**config.mk**
```make
export PLATFORM = sky130hd
export DESIGN_NAME = mux_lanes_n_to_1
export DESIGN_NICKNAME = d
export VERILOG_FILES = /design/src/rtl/mux_lanes_n_to_1.sv
export SDC_FILE = /design/constraint.sdc
export NUM_CORES = 1
export LEC_CHECK = 0
export CAP_MARGIN = 20
export CORE_MARGIN = 3
export CORE_UTILIZATION = 43
export CTS_CLUSTER_DIAMETER = 100
export CTS_CLUSTER_SIZE = 16
export DETAILED_ROUTE_END_ITERATION = 6
export GPL_ROUTABILITY_DRIVEN = 0
export PLACE_DENSITY = 0.66
export SKIP_CTS_REPAIR_TIMING = 1
export SLEW_MARGIN = 20
export SYNTH_ARGS = -nofsm -noshare
export SYNTH_HDL_FRONTEND = slang
export SYNTH_SLANG_ARGS = --single-unit
```
**constraint.sdc**
```tcl
create_clock -name clk_4f -period 3.9 [get_ports clk_4f]
set_clock_uncertainty 0.15 [all_clocks]
set_input_delay 0.78 -clock clk_4f [delete_from_list [all_inputs] [get_ports clk_4f]]
set_output_delay 0.78 -clock clk_4f [all_outputs]
set_load 0.05 [all_outputs]
```
**src/rtl/mux_lanes_n_to_1.sv**
```systemverilog
// Parametrised N:1 lane serialiser. Captures a frame of NUM_LANES lanes (data + valid) and
// emits one lane per clk_4f cycle, tagged with its source lane. A frame closes when at most
// one lane is still pending, which also raises sample_req so the next capture lands on the
// same edge as the frame's last emission, leaving no bubble between frames.
module mux_lanes_n_to_1 #(
  parameter int unsigned NUM_LANES    = 4,
  parameter int unsigned DATA_WIDTH   = 8,
  parameter int unsigned SKIP_INVALID = 0
) (
  input  logic                            clk_4f,
  input  logic                            reset,
  input  logic [NUM_LANES*DATA_WIDTH-1:0] data_in,
  input  logic [NUM_LANES-1:0]            valid_in,
  output logic                            sample_req,
  output logic [DATA_WIDTH-1:0]           data_out,
  output logic                            valid_out,
  output logic [$clog2(NUM_LANES)-1:0]    lane_id,
  output logic                            frame_start
);

  localparam int unsigned LW = $clog2(NUM_LANES);
  localparam logic [NUM_LANES-1:0] OneLane = NUM_LANES'(1);

  typedef enum logic [1:0] {StStart, StArm, StRun} state_e;

  state_e                          state_q, state_d;
  logic [NUM_LANES*DATA_WIDTH-1:0] shadow_q, shadow_d;
  logic [NUM_LANES-1:0]            vshadow_q, vshadow_d;
  // Lanes of the current frame not yet emitted; lowest set bit is the next lane.
  logic [NUM_LANES-1:0]            pend_q, pend_d;
  // Emissions so far in the current frame; zero marks the frame's first output cycle.
  logic [LW-1:0]                   phase_q, phase_d;
  logic                            sample_req_q, sample_req_d;
  logic [DATA_WIDTH-1:0]           data_out_q, data_out_d;
  logic                            valid_out_q, valid_out_d;
  logic [LW-1:0]                   lane_id_q, lane_id_d;
  logic                            frame_start_q, frame_start_d;

  logic [DATA_WIDTH-1:0]           lanes [NUM_LANES];
  logic [LW-1:0]                   lane_ptr;
  logic                            capture;

  for (genvar g = 0; g < NUM_LANES; g++) begin : g_lane
    assign lanes[g] = shadow_q[g*DATA_WIDTH +: DATA_WIDTH];
  end

  // Lane pointer: index of the lowest pending lane (0 when nothing is pending).
  always_comb begin
    lane_ptr = '0;
    for (int i = NUM_LANES - 1; i >= 0; i--) begin
      if (pend_q[i]) lane_ptr = LW'(i);
    end
  end

  // Next-state: FSM sequencing, lane emission, capture and sample_req lookahead.
  always_comb begin
    state_d       = state_q;
    shadow_d      = shadow_q;
    vshadow_d     = vshadow_q;
    pend_d        = pend_q;
    phase_d       = phase_q;
    sample_req_d  = 1'b0;
    data_out_d    = '0;
    valid_out_d   = 1'b0;
    lane_id_d     = '0;
    frame_start_d = 1'b0;
    capture       = 1'b0;

    unique case (state_q)
      StStart: begin
        sample_req_d = 1'b1;
        state_d      = StArm;
      end
      StArm: begin
        capture = 1'b1;
        state_d = StRun;
      end
      StRun: begin
        // An empty pending set only occurs for an all-invalid compacted frame: idle slot.
        valid_out_d   = (pend_q != '0) && vshadow_q[lane_ptr];
        data_out_d    = valid_out_d ? lanes[lane_ptr] : '0;
        lane_id_d     = lane_ptr;
        frame_start_d = (phase_q == '0);
        pend_d        = pend_q & (pend_q - OneLane);
        phase_d       = phase_q + LW'(1);
        capture       = sample_req_q;
      end
      default: state_d = StStart;
    endcase

    if (capture) begin
      shadow_d  = data_in;
      vshadow_d = valid_in;
      pend_d    = (SKIP_INVALID != 0) ? valid_in : '1;
      phase_d   = '0;
    end

    // The next edge ends the frame once at most one lane is left to emit.
    if (state_d == StRun) begin
      sample_req_d = ((pend_d & (pend_d - OneLane)) == '0);
    end
  end

  // State and output registers; reset discards any frame in flight.
  always_ff @(posedge clk_4f or negedge reset) begin
    if (!reset) begin
      state_q       <= StStart;
      shadow_q      <= '0;
      vshadow_q     <= '0;
      pend_q        <= '0;
      phase_q       <= '0;
      sample_req_q  <= 1'b0;
      data_out_q    <= '0;
      valid_out_q   <= 1'b0;
      lane_id_q     <= '0;
      frame_start_q <= 1'b0;
    end else begin
      state_q       <= state_d;
      shadow_q      <= shadow_d;
      vshadow_q     <= vshadow_d;
      pend_q        <= pend_d;
      phase_q       <= phase_d;
      sample_req_q  <= sample_req_d;
      data_out_q    <= data_out_d;
      valid_out_q   <= valid_out_d;
      lane_id_q     <= lane_id_d;
      frame_start_q <= frame_start_d;
    end
  end

  assign sample_req  = sample_req_q;
  assign data_out    = data_out_q;
  assign valid_out   = valid_out_q;
  assign lane_id     = lane_id_q;
  assign frame_start = frame_start_q;

endmodule
```
# After elaboration in Yosys (flattened, before gate mapping)
# Cells that the tools add are included.
[classes]
n_mux = 22
n_reduce_logical = 6
n_div = 0
bitwise = 3
n_shift = 0
mul = 0
n_lt_le_gt_ge = 2
eq_ne = 3
add_sub_neg = 3
[ops]
columns = ["operator", "count"]
rows = [
  ["$mux 8", 4],
  ["$bmux 8 s2", 1],
  ["$mux 2", 7],
  ["$and 4x4->4", 2],
  ["$mux 4", 2],
  ["$sub 4x1->4 const B", 2],
  ["$pmux 2 s3", 1],
  ["$mux 1", 5],
  ["$eq 2x2->1 const B", 2],
  ["$logic_not 2->1", 2],
  ["$logic_not 4->1", 1],
  ["$reduce_bool 4->1", 1],
  ["$ge 3x3->1 const B", 1],
  ["$lt 2x3->1 const B", 1],
  ["$not 2->3", 1],
  ["$add 2x1->2 const B", 1],
  ["$bmux 1 s2", 1],
  ["$eq 2x1->1 const B", 1],
  ["$pmux 1 s2", 1],
  ["$reduce_bool 2->1", 1],
  ["$logic_and 1x1->1", 1],
]
[totals]
ram_bits = 0
wordCells = 49
reg_bits = 57
in_bits = 38
romBits = 0
n_memories = 0
latch_bits = 0
output_inout_bits = 13

# Logic depth before layout (Yosys ltp)
[depth]
depth_word = 10
depth_mapped = 8

# Worst setup path before layout
# No wires, ideal clock.
[synth_path]
kind = "register to register"
start = "reg state_q[0]"
end = "reg shadow_q[24]"
path_stages_with_launch = 9
t_arrival_ps = 1583
setup_time_ps = 125
n_path_buf = 3
t_required_ps = 3625
path_slack_ps = 2042
cell_sequence = "dfrtp_1 > inv_1 > ha_1 > buf_6 > a21o_1 > and2_4 > buf_6 > buf_6 > mux2_4"
[synth_between]
elab_chain_cells = 2
[synth_rtl]
columns = ["item", "line", "text"]
rows = [
  ["start: declaration", "26", "state_e state_q, state_d;"],
  ["start signal: assignment", "107", "state_q <= StStart;"],
  ["start signal: assignment", "118", "state_q <= state_d;"],
  ["$eq 2x2->1 or $eq 2x1->1 (tied branches)", "69", "unique case (state_q)"],
  ["$pmux 1 s2 *", "69", ""],
  ["end signal: assignment", "119", "shadow_q <= shadow_d;"],
  ["end: declaration", "27", "logic [NUM_LANES*DATA_WIDTH-1:0] shadow_q, shadow_d;"],
]
# Mark *: on every way between the ends. The rest lies on a longest branch, timed or not.
# A chain may end at the register's enable or synchronous reset.

# Worst setup path after layout
[layout_path]
start = "reg data_out_q[0], in the netlist data_out[0]"
end = "out data_out[0]"
[layout_lines]
columns = ["item", "line", "text"]
rows = [
  ["start: declaration", "34", "logic [DATA_WIDTH-1:0] data_out_q, data_out_d;"],
  ["start signal: assignment", "124", "data_out_q <= data_out_d;"],
  ["end: declaration", "15", "output logic [DATA_WIDTH-1:0] data_out,"],
]
# No word-level cell between the ends.

==> run summary <==
Core Rows: 27
critical path, cell by cell: clkdlybuf4s50_1
# DRC: 0
Mean Syn Cell Area: 12.72 µm²
I/O pins: 51
Vias: 1668
sequential element share of the synthesized area: 55.80%
Worst Setup Path Type: flip-flop to output port
maximum level of the CTS H-tree: 3
busiest layer in global routing: met2
Die Y: 83.10 µm
Design Area, Final: 0.003208 mm²
Critical Path AT: 1.50 ns
GR Util met3: 4.663%
Max clock buf depth: 2
Setup violations, final: 0
dpl cells: 310
CP Max Fanout: 1
worst hold path stage count: 1
Simple-Gate Fraction of Synth Area: 9.006%
Synth cell types: 32
Hold Crit Class: flip-flop to flip-flop
Sink Count: 57
Slew Limit Fails: 0
Final #Nets: 291
port bufs: 50
placed wire-length estimate: 3.371 mm
vias per cell: 5.164
Routed WL: 4.873 mm
outcome: completed
CP Data Required Time: 2.97 ns
met2 Use GR: 22.38%
DP Area: 0.003058 mm²
Synth Area in XOR/XNOR: 0.3426%
CTS buffer count: 9
largest net degree at the start of global routing: 40
first-pass GRT wire length: 8.135 mm
Post-Syn Nets: 243
initial antenna violation count: 0
Antenna diodes: 0
Area Growth Syn to Fin: 25.50%
fin crit share: 62.41%
final antenna-violating net count: 0
fraction of layout instances using a drive strength above 1: 21.51%
Setup crit start kind: flip-flop
drt pass-1 iters: 4
CTS tree: built
layout filler cell count: 474
synthesized area: 0.002556 mm²
register bit total from synthesis: 57
Post-Synth Adder-Cell Area: 2.349%
final hold viol count: 0
total track usage: 15.26%
final period demand of the worst path: 2.434 ns
root buffer cell: clkbuf_8
crit path capture type: output port
setup TNS: 0 ns
post-synthesis mux area share: 17.28%
total congestion overflow: 0
Synth Instances: 201
Die Wd: 83.10 µm
Largest stage delay, worst path: 0.82 ns
f_max: 410.8 MHz
core footprint: 0.005642 mm²
Max-slew headroom: 45.84%
P_leak: 1.427 nW
WP depth: 1
Clk Latency, worst-skew pair: 0.33 ns
Synth Area in Compound Gates: 10.62%
Slowest-stage cell, CP: clkdlybuf4s50_1
clock slew at reported path FFs: 0.06 ns
largest family of logic cells by synthesized area: multiplexers
worst path buffer plus inverter count: 1
worst vdd ir: 241.4 µV
max-capacitance violation count: 0
vias in the first global route: 1667
crit-path leading delay family: buffers and inverters
GR met1 Demand/Resource: 20.10%
Starting Density: 45.31%
DR iter-0 viols: 113
non-filler instance count after layout: 323
die area: 0.006906 mm²
warnings from Yosys: 0
drt wl/cell: 15.09 µm
worst reg2reg path depth: 5
RSZ-0062 raised after global routing: no
Pwr Density: 368.6 mW/mm²
worst slew pin tran: 0.8062 ns
## cell usage after synthesis
cell type  instances  share of area (%)
o21ai_0           10                2.0
mux2_2            29                 13
buf_6              4                1.8
and2_1             1               0.24
a32o_1             1               0.39
dfrtp_1           57                 56
mux2i_1            1               0.39
o31a_1             2               0.69
inv_1              7                1.0
and2_4             1               0.34
nand2b_1           2               0.49
a21o_1            10                2.9
buf_4              1               0.29
nand3b_1           8                2.3
nor3_1             2               0.39
buf_1              2               0.29
buf_2              4               0.78
mux2_4             7                4.1
nor2_1             3               0.44
or2_2              1               0.24
a21oi_1            1               0.20
a311oi_1           9                3.1
o311ai_4           1                1.0
nor2b_1            2               0.49
o41ai_1            1               0.34
nor2_2             1               0.24
xnor2_1            1               0.34
or4b_2             1               0.39
clkbuf_1           3               0.44
nand2_1           23                3.4
maj3_1             1               0.39
ha_1               4                2.0
## kinds of logic after synthesis
| kind of cell | after synthesis |
|---|---|
| xor+xnor | 1 |
| flops | 57 |
| mux | 37 |
| fa+ha+maj | 5 |
| buf+inv | 21 |
| compound gates | 35 |
| simple gates | 45 |
## final timing paths
kind	endpoint	startpoint	slack, ns
hold reg to reg	shadow_q[4]$_DFFE_PN0P_	shadow_q[4]$_DFFE_PN0P_	0.36
min in group asynchronous	shadow_q[5]$_DFFE_PN0P_	reset	0.37
hold / removal	shadow_q[4]$_DFFE_PN0P_	shadow_q[4]$_DFFE_PN0P_	0.36
setup reg to reg	shadow_q[20]$_DFFE_PN0P_	state_q[0]$_DFF_PN0_	1.63
max in group asynchronous	lane_id[1]$_DFF_PN0_	reset	2.44
setup / recovery	data_out[0]	data_out[0]$_DFF_PN0_	1.47
## metal layers
layer  vias to the layer above  share of wire (%)
met2                        47                 47
li1                        800                  -
met5                         -                  0
met3                         9                5.2
met4                         0                1.9
met1                       812                 46
## flip-flops by register name, summed over array words and instances, names as in the netlist, 2 cells and up
name	cells
data_out	8
lane_id	2
pend_q	4
phase_q	2
shadow_q	32
state_q	2
vshadow_q	4
## layout make-up
type                    instances  area (µm²)  area share, %
clock buffers                  12       145.1          4.524
clock inverters                 1       5.005         0.1560
inverters                       7       26.28         0.8190
multi-input cells             123        1012          31.55
flip-flops and latches         57        1426          44.46
well taps                      72       90.09          2.808
repair buffers                 51       503.0          15.68
## per-stage QoR
stage | util [%] | total power (W) | hold WS, ns | worst slack, ns
after detailed placement | 54.20 | 0.0007490 | 0.3480 | 1.612
final | 56.86 | 0.001182 | 0.3588 | 1.466
after CTS | 56.86 | 0.001199 | 0.3617 | 1.446
after global placement | 54.20 | 0.0007484 | 0.3421 | 1.663
after floorplan | - | 0.0006813 | 0.3230 | 2.042
after global routing | 56.86 | 0.001235 | 0.3757 | 1.402
## cells in the final DEF, fill, tap and decap left out
cell,instances
o41ai_1,1
nand2b_1,2
xnor2_1,1
clkbuf_1,2
nor2b_1,2
mux2_4,7
clkbuf_8,10
or4b_2,1
a311oi_1,9
or2_2,1
nor2_1,3
clkdlybuf4s50_1,49
buf_4,1
mux2_2,29
nor3_1,2
and2_4,1
a21o_1,10
inv_1,7
clkinv_2,1
nor2_2,1
ha_1,4
nand3b_1,8
nand2_1,23
mux2i_1,1
o31a_1,2
and2_1,1
dfrtp_1,57
a32o_1,1
buf_2,1
o311ai_4,1
o21ai_0,10
a21oi_1,1
maj3_1,1
## where the power goes
part,leakage (nW),switching (W),internal (W)
logic,0.674,0.0000443,0.0000633
clock network,0.0782,0.000210,0.000236
registers,0.675,0.0000134,0.000616
total,1.43,0.000267,0.000915
Note: power is estimated with default switching activity, not from simulation.
